<file path="config.mk">
export PLATFORM = sky130hd
export DESIGN_NAME = axi4_chan_buffer_flat
export DESIGN_NICKNAME = d
export VERILOG_FILES = /design/src/rtl/axi4_chan_buffer_if.sv /design/src/rtl/axi4_chan_buffer.sv /design/src/flat_wrapper.sv
export SDC_FILE = /design/constraint.sdc
export NUM_CORES = 1
export LEC_CHECK = 0
export BUFFER_PORTS_ARGS = -buffer_cell sky130_fd_sc_hd__buf_2
export CORE_ASPECT_RATIO = 0.7
export CORE_UTILIZATION = 47
export DETAILED_ROUTE_END_ITERATION = 7
export PLACE_DENSITY = 0.81
export SLEW_MARGIN = 40
export SYNTH_ARGS = -nofsm -noshare
export SYNTH_HDL_FRONTEND = slang
export SYNTH_SLANG_ARGS = --single-unit
</file>
<file path="constraint.sdc">
create_clock -name ACLK -period 1.4 [get_ports ACLK]
set_input_delay 0.21 -clock ACLK [delete_from_list [all_inputs] [get_ports ACLK]]
set_output_delay 0.21 -clock ACLK [all_outputs]
set_load 0.02 [all_outputs]
</file>
<file path="src/rtl/axi4_chan_buffer_if.sv">
// axi4_chan_buffer_if: upstream/downstream handshake bundle for one buffered AXI4 channel
interface axi4_chan_buffer_if #(
    parameter int DATA_WIDTH = 32
);
    logic [DATA_WIDTH-1:0] infoIn;
    logic                  infoInValid;
    logic                  readyForInfo;
    logic [DATA_WIDTH-1:0] infoOut;
    logic                  infoOutValid;
    logic                  readyForOut;
    modport master (output infoIn, infoInValid, readyForOut, input readyForInfo, infoOut, infoOutValid);
    modport slave (input infoIn, infoInValid, readyForOut, output readyForInfo, infoOut, infoOutValid);
endinterface

</file>
<file path="src/rtl/axi4_chan_buffer.sv">
// axi4_chan_buffer: single-clock AXI4 channel buffer (passthrough, forward reg, skid slice or FIFO)
module axi4_chan_buffer #(
    parameter int DATA_WIDTH = 32,
    parameter int MODE       = 2,
    parameter int DEPTH      = 4,
    parameter int AF_LEVEL   = 3,
    localparam int LW        = $clog2(DEPTH + 1)
) (
    input  logic                  ACLK,
    input  logic                  ARESETN,
    input  logic                  flush,
    axi4_chan_buffer_if.slave     bus,
    output logic [LW-1:0]         level,
    output logic                  almostFull
);
    generate
        if (MODE == 0) begin : g_pass
            assign bus.infoOut      = bus.infoIn;
            assign bus.infoOutValid = bus.infoInValid;
            assign bus.readyForInfo = bus.readyForOut;
            assign level            = '0;
            assign almostFull       = 1'b0;
        end else if (MODE == 1) begin : g_fwd
            logic                  v;
            logic                  en;
            logic                  push;
            logic [DATA_WIDTH-1:0] d;
            // en keeps ready low until the first edge after reset release
            assign bus.readyForInfo = en & (~v | bus.readyForOut);
            assign push             = bus.infoInValid & bus.readyForInfo;
            always_ff @(posedge ACLK) begin
                if (!ARESETN) begin
                    v  <= 1'b0;
                    d  <= '0;
                    en <= 1'b0;
                end else begin
                    en <= 1'b1;
                    if (flush)
                        v <= 1'b0;
                    else if (push) begin
                        v <= 1'b1;
                        d <= bus.infoIn;
                    end else if (bus.readyForOut)
                        v <= 1'b0;
                end
            end
            assign bus.infoOut      = d;
            assign bus.infoOutValid = v;
            assign level            = LW'(v);
            assign almostFull       = 1'b0;
        end else if (MODE == 2) begin : g_slice
            logic                  m_v;
            logic                  s_v;
            logic                  rdy;
            logic                  push;
            logic                  m_load;
            logic [DATA_WIDTH-1:0] m_d;
            logic [DATA_WIDTH-1:0] s_d;
            assign push   = bus.infoInValid & rdy;
            assign m_load = ~m_v | bus.readyForOut;
            always_ff @(posedge ACLK) begin
                if (!ARESETN) begin
                    m_v <= 1'b0;
                    s_v <= 1'b0;
                    rdy <= 1'b0;
                    m_d <= '0;
                    s_d <= '0;
                end else if (flush) begin
                    m_v <= 1'b0;
                    s_v <= 1'b0;
                    rdy <= 1'b1;
                end else if (m_load) begin
                    m_v <= s_v | push;
                    if (s_v | push)
                        m_d <= s_v ? s_d : bus.infoIn;
                    s_v <= 1'b0;
                    rdy <= 1'b1;
                end else if (push) begin
                    s_v <= 1'b1;
                    s_d <= bus.infoIn;
                    rdy <= 1'b0;
                end
            end
            assign bus.infoOut      = m_d;
            assign bus.infoOutValid = m_v;
            assign bus.readyForInfo = rdy;
            assign level            = LW'(m_v) + LW'(s_v);
            assign almostFull       = 1'b0;
        end else begin : g_fifo
            localparam int PW = $clog2(DEPTH);
            logic [DATA_WIDTH-1:0] mem [DEPTH];
            logic [DATA_WIDTH-1:0] o_d;
            logic [PW-1:0]         wr;
            logic [PW-1:0]         rd;
            logic [LW-1:0]         lvl;
            logic [LW-1:0]         lvl_n;
            logic [LW-1:0]         mcnt;
            logic                  o_v;
            logic                  rdy;
            logic                  af;
            logic                  push;
            logic                  pop;
            logic                  o_load;
            logic                  take;
            logic                  bypass;
            function automatic logic [PW-1:0] nxt(input logic [PW-1:0] p);
                return (p == PW'(DEPTH - 1)) ? '0 : p + PW'(1);
            endfunction
            // mcnt is the count held in storage, excluding the output register
            assign push   = bus.infoInValid & rdy;
            assign pop    = o_v & bus.readyForOut;
            assign o_load = ~o_v | pop;
            assign mcnt   = lvl - LW'(o_v);
            assign take   = o_load & (mcnt != '0);
            assign bypass = o_load & (mcnt == '0) & push;
            assign lvl_n  = lvl + LW'(push) - LW'(pop);
            always_ff @(posedge ACLK) begin
                if (!ARESETN) begin
                    o_v <= 1'b0;
                    o_d <= '0;
                    rdy <= 1'b0;
                    af  <= 1'b0;
                    lvl <= '0;
                    wr  <= '0;
                    rd  <= '0;
                end else if (flush) begin
                    o_v <= 1'b0;
                    rdy <= 1'b1;
                    af  <= 1'b0;
                    lvl <= '0;
                    wr  <= '0;
                    rd  <= '0;
                end else begin
                    lvl <= lvl_n;
                    rdy <= lvl_n < LW'(DEPTH);
                    af  <= lvl_n >= LW'(AF_LEVEL);
                    if (o_load) begin
                        o_v <= take | push;
                        if (take)
                            o_d <= mem[rd];
                        else if (push)
                            o_d <= bus.infoIn;
                    end
                    if (take)
                        rd <= nxt(rd);
                    if (push & ~bypass)
                        wr <= nxt(wr);
                end
            end
            always_ff @(posedge ACLK)
                if (ARESETN & ~flush & push & ~bypass)
                    mem[wr] <= bus.infoIn;
            assign bus.infoOut      = o_d;
            assign bus.infoOutValid = o_v;
            assign bus.readyForInfo = rdy;
            assign level            = lvl;
            assign almostFull       = af;
        end
    endgenerate
endmodule

</file>
<file path="src/flat_wrapper.sv">
// flat-port wrapper written by rule: the top's interface ports become plain ports
module axi4_chan_buffer_flat 
#(
    parameter int DATA_WIDTH = 32,
    parameter int MODE       = 2,
    parameter int DEPTH      = 4,
    parameter int AF_LEVEL   = 3,
    localparam int LW        = $clog2(DEPTH + 1)
)
  (ACLK, ARESETN, flush, level, almostFull, bus_infoIn, bus_infoInValid, bus_readyForOut, bus_readyForInfo, bus_infoOut, bus_infoOutValid);
  axi4_chan_buffer_if #(.DATA_WIDTH(DATA_WIDTH)) bus_i ();
  input  logic ACLK;
  input  logic ARESETN;
  input  logic flush;
  output logic [LW-1:0] level;
  output logic almostFull;
  input wire logic [$bits(bus_i.infoIn)-1:0] bus_infoIn;
  input wire logic [$bits(bus_i.infoInValid)-1:0] bus_infoInValid;
  input wire logic [$bits(bus_i.readyForOut)-1:0] bus_readyForOut;
  output wire logic [$bits(bus_i.readyForInfo)-1:0] bus_readyForInfo;
  output wire logic [$bits(bus_i.infoOut)-1:0] bus_infoOut;
  output wire logic [$bits(bus_i.infoOutValid)-1:0] bus_infoOutValid;
  assign bus_i.infoIn = bus_infoIn;
  assign bus_i.infoInValid = bus_infoInValid;
  assign bus_i.readyForOut = bus_readyForOut;
  assign bus_readyForInfo = bus_i.readyForInfo;
  assign bus_infoOut = bus_i.infoOut;
  assign bus_infoOutValid = bus_i.infoOutValid;
  axi4_chan_buffer #(.DATA_WIDTH(DATA_WIDTH), .MODE(MODE), .DEPTH(DEPTH), .AF_LEVEL(AF_LEVEL)) u_core (.ACLK(ACLK), .ARESETN(ARESETN), .flush(flush), .bus(bus_i), .level(level), .almostFull(almostFull));
endmodule
</file>
### Word-level counts from Yosys, hierarchy flattened

Index checks and enable logic that the tools add are counted.

* add/subtract/negate cells: 1
* multiplexer cells: 4
* bitwise operators: 7
* reductions and logical operators: 5

Operators by type and width (number)
* 32-bit two-way mux: 1
* 3-bit AND reduction: 2
* 1-bit inverter: 4
* 1-bit two-way mux: 3
* 3-bit nonzero test: 1
* 3-bit OR reduction: 1
* 1-bit by 1-bit adder with 2-bit output: 1
* 1-bit bitwise OR: 2
* 2-bit OR reduction: 1
* 1-bit bitwise AND: 1

* input bits: 37
* output and inout port bits: 38
* word-level logic and storage cells: 22
* bits in registers: 67

### Logic depth before layout (Yosys ltp)

* depth in word-level cells: 4
* gate-level depth with buffers: 6
* depth with buffers taken out: 3

### Worst setup path before layout

OpenSTA, ideal clock, no wires.

* kind: register to register
* start point: register u_core.g_slice.m_v (netlist: u_core.bus.infoOutValid)
* end point: register u_core.g_slice.s_d[0]
* stages on the path, launching flop included: 5
* data required time: 1328 ps
* clock period less this slack: 1342 ps
* arrival time: 1270 ps
* path buffers: 1
* library setup time: 72 ps
* setup slack: 58 ps
* cell sequence: dfxtp_1 -> nand2b_4 -> nor3_4 -> buf_6 -> mux2i_1

* longest elaborated chain between the ends: 4

Ends and longest elaborated chain
* start: declaration: RTL line axi4_chan_buffer.sv:52 `logic m_v;`
* start signal: assignment: RTL line axi4_chan_buffer.sv:73 `m_v <= s_v | push;`
* 1-bit inverter: RTL line axi4_chan_buffer.sv:60 `assign m_load = ~m_v | bus.readyForOut;`
* 1-bit bitwise OR: RTL line axi4_chan_buffer.sv:60
* 1-bit inverter (no line)
* 3-bit AND reduction (no line)
* end signal: assignment: RTL line axi4_chan_buffer.sv:80 `s_d <= bus.infoIn;`
* end: declaration: RTL line axi4_chan_buffer.sv:58 `logic [DATA_WIDTH-1:0] s_d;`

Every way passes these cells.
A chain may end at the register's enable or synchronous reset.

### Worst setup path in the final report

* start point: register u_core.g_slice.s_v
* end point: output level[0]

* longest elaborated chain between the ends: 1

Ends and longest elaborated chain
* start: declaration: RTL line axi4_chan_buffer.sv:53 `logic s_v;`
* start signal: assignment: RTL line axi4_chan_buffer.sv:64 `s_v <= 1'b0;`
* start signal: assignment: RTL line axi4_chan_buffer.sv:70 `s_v <= 1'b0;`
* start signal: assignment: RTL line axi4_chan_buffer.sv:76 `s_v <= 1'b0;`
* 1-bit by 1-bit adder with 2-bit output: RTL line axi4_chan_buffer.sv:87 `assign level = LW'(m_v) + LW'(s_v);`
* end: declaration: RTL line flat_wrapper.sv:15 `output logic [LW-1:0] level;`

Every way passes these cells.

==> metrics.yaml <==
arrival_ns: 1.17
synth_edf_count: 0
drc: 0
min_from: "bus_infoIn[5]"
status: "finished clean"
vias: 2422
switchingPower_mw: 1.01
cts.clk_slew.worst_paths_ns: 0.08
area_growth_pct: 23.7
syn_avg_cell_area_sq_um: 9.36
rows: 24
rsz0062_at_grt: "true"
p_int_mw: 3.31
yosysWarningCount: 0
final_antenna_net_count: 0
drt_wl_total_um: 6450
clk_latency_ns: 0.35
cts_max_level: 3
layout_min_cycle_time_ns: 1.38
antenna_found_initial: 0
worst-setup-path-type: "flop to primary output"
crit_required_ns: 1.19
die-area_sq_mm: 0.00692
ios: 75
nFillCells: 554
p_seq_share_pct: 45.4
num_antenna_cells: 0
yosysMostFrequentCell: "nand2_1"
power_frac_clock_pct: 45.2
grt_max_degree: 38
clock_skew_ns: 0.00564
drive_gt1_share_pct: 33.9
fp.dieW_um: 99.0
rr_startpoint: "u_core.g_slice.s_v$_SDFFE_PP0P_"
synth_common_cells: "nand2_1, dfxtp_1, mux2i_1, mux2_2, clkbuf_1"
pwr-share-comb_pct: 9.3
yosys.cell_types.count: 21
drt_iter0_drc: 64
cp_cell_sequence: "buf_12 -> ha_4 -> buf_6"
critPathLaunch: "u_core.g_slice.s_v$_SDFFE_PP0P_"
hold_viol: 0
start_util_pct: 49.1
nets: 437
place_congestion: 0.745
dp_hpwl_um: 4450
die_y_um: 69.9
synth_top_area_share_pct: 43.3
fin_crit_sh_pct: 98.3
post-place-ws_ns: 0.0600
ys_top_cells_by_area: "dfxtp_1, mux2i_1, nand2_1, mux2_2, buf_6"
ir_worst_vdd_mv: 0.633
viasPerCell: 5.02
grt_pass1_vias: 2348
tritoncts: "yes"
power.leakage_nw: 1.78
grt_pass1_wl_um: 10800
track_usage_pct: 20.1
maxCapViolCount: 0
max_stage_delay_ns: 0.34
ys_seq_area_share_pct: 43.3
postCtsHoldBufs: 0
power-per-cell-area_mw_per_mm2: 1130
hold_path.class: "input pin to flop"
cts-buffers-inserted: 9
grt_overflow: 0
final_cells: 482
numPortBuffers: 72
cts.sinks: 67
ys.flop_type: "dfxtp_1"
coreArea_sq_mm: 0.00631
ys_seq_elements: 67
worst-path-max-fanout: 2
cts_buffer_depth: 2
synthCells: 331
dp.cells: 464
slew_viol_final: 0
finalSetupViolCount: 0
swShare_pct: 23.5
final_util_pct: 60.8
wl_per_cell_um: 13.4
clock.fmax_mhz: 727
syn-cell-area_sq_mm: 0.00310
yosysTopAreaCell: "dfxtp_1"
slowest_stage: "dfxtp_2"
ys_async_sr_fraction_pct: 0
drt_pass1_iterations: 4
root_buffer: "clkbuf_8"
layout_setup_ws_ns: 0.0237
startpoint_type: "flop"
worst_setup_path_end_kind: "primary output"
[path summary, 6_finish.rpt]
kind                                                             to  slack, ns  depth (start not counted)
worst min register to register  u_core.bus.infoOut[22]$_SDFFE_PN0P_       0.46                          2
worst max register to register   u_core.bus.infoOut[5]$_SDFFE_PN0P_       0.10                          5
worst min-delay path             u_core.g_slice.s_d[5]$_SDFFE_PN0P_       0.11                          3
worst max-delay path                                       level[0]       0.02                          3
[worst max-delay path: cells and delay by family, from the launching register on]
| kind | cells | cell delay, ns |
|---|---|---|
| adder cells (fa/ha/maj) | 1 | 0.25 |
| buffers and inverters | 2 | 0.23 |
| flip-flops | 1 | 0.34 |
[sequential cells by signal (all words and copies together) (netlist names)]
| register | flops |
|---|---|
| u_core.bus.infoOutValid | 1 |
| u_core.g_slice.s_d | 32 |
| u_core.bus.infoOut | 32 |
| u_core.g_slice.s_v | 1 |
| u_core.bus.readyForInfo | 1 |
[layout make-up]
cell class / count / area, sq um / area share (%)
timing repair buffer: 83 / 547 / 14.3
inverter: 1 / 3.75 / 0.0980
sequential: 67 / 1340 / 35.1
tap: 78 / 97.6 / 2.55
multi-input combinational: 237 / 1600 / 41.7
clock inverter: 6 / 114 / 2.97
clock buffer: 10 / 128 / 3.33
[power by group through the flow]
stage               sequential, mW  combinational [mW]  clock (mW)
finish                        1.96               0.403        1.96
global route                  1.97               0.444        2.08
global placement              2.01               0.390           0
detailed placement            2.01               0.401           0
CTS                           1.96               0.406        1.99
floorplan                     2.05               0.218           0
[stage by stage]
step	TNS, ns	total power, mW	cell area (sq um)	hold slack (ns)
floorplan	0	2.27	3100	0.346
detailed placement	0	2.41	3530	0.443
finish	0	4.32	3830	0.115
global placement	0	2.40	3530	0.438
global route	-0.0115	4.49	3830	0.105
CTS	0	4.36	3820	0.102
[routing by layer]
metal | up-vias | GRT usage [%] | wire length, um | part of all wire, %
met5 | - | 0 | 0 | 0
met4 | 0 | 5.31 | 55 | 0.85
met3 | 6 | 7.71 | 408 | 6.3
met2 | 71 | 33.6 | 2990 | 46
met1 | 1128 | 24.3 | 3000 | 47
li1 | 1217 | - | - | -
[cells by family after synthesis]
group / Yosys count / share of synthesized area, %
DFF: 67 / 43.3
and+or+nand+nor: 134 / 17.2
buffers and inverters: 28 / 5.66
AOI/OAI and AO/OA: 4 / 1.01
adders and majority gates: 1 / 0.404
other: 1 / 0.121
muxes: 96 / 32.3
[repair_timing]
| action | in CTS | in global routing |
|---|---|---|
| setup endpoints to repair | 2 | 17 |
| setup buffers | 2 | 0 |
| pin swaps | 0 | 1 |
| resized for setup | 7 | 2 |
[cells in the final DEF (no fill, tap or decap), drive strengths merged, types with 2 or more instances in the layout]
master and instances:
mux2 32, nand2b 2, clkbuf 10, mux2i 64
bufinv 3, dfxtp 67, conb 2, clkinvlp 2
buf 83, a21oi 2, nor3 2, nand2 129
Power figures use the tool's default switching activity.
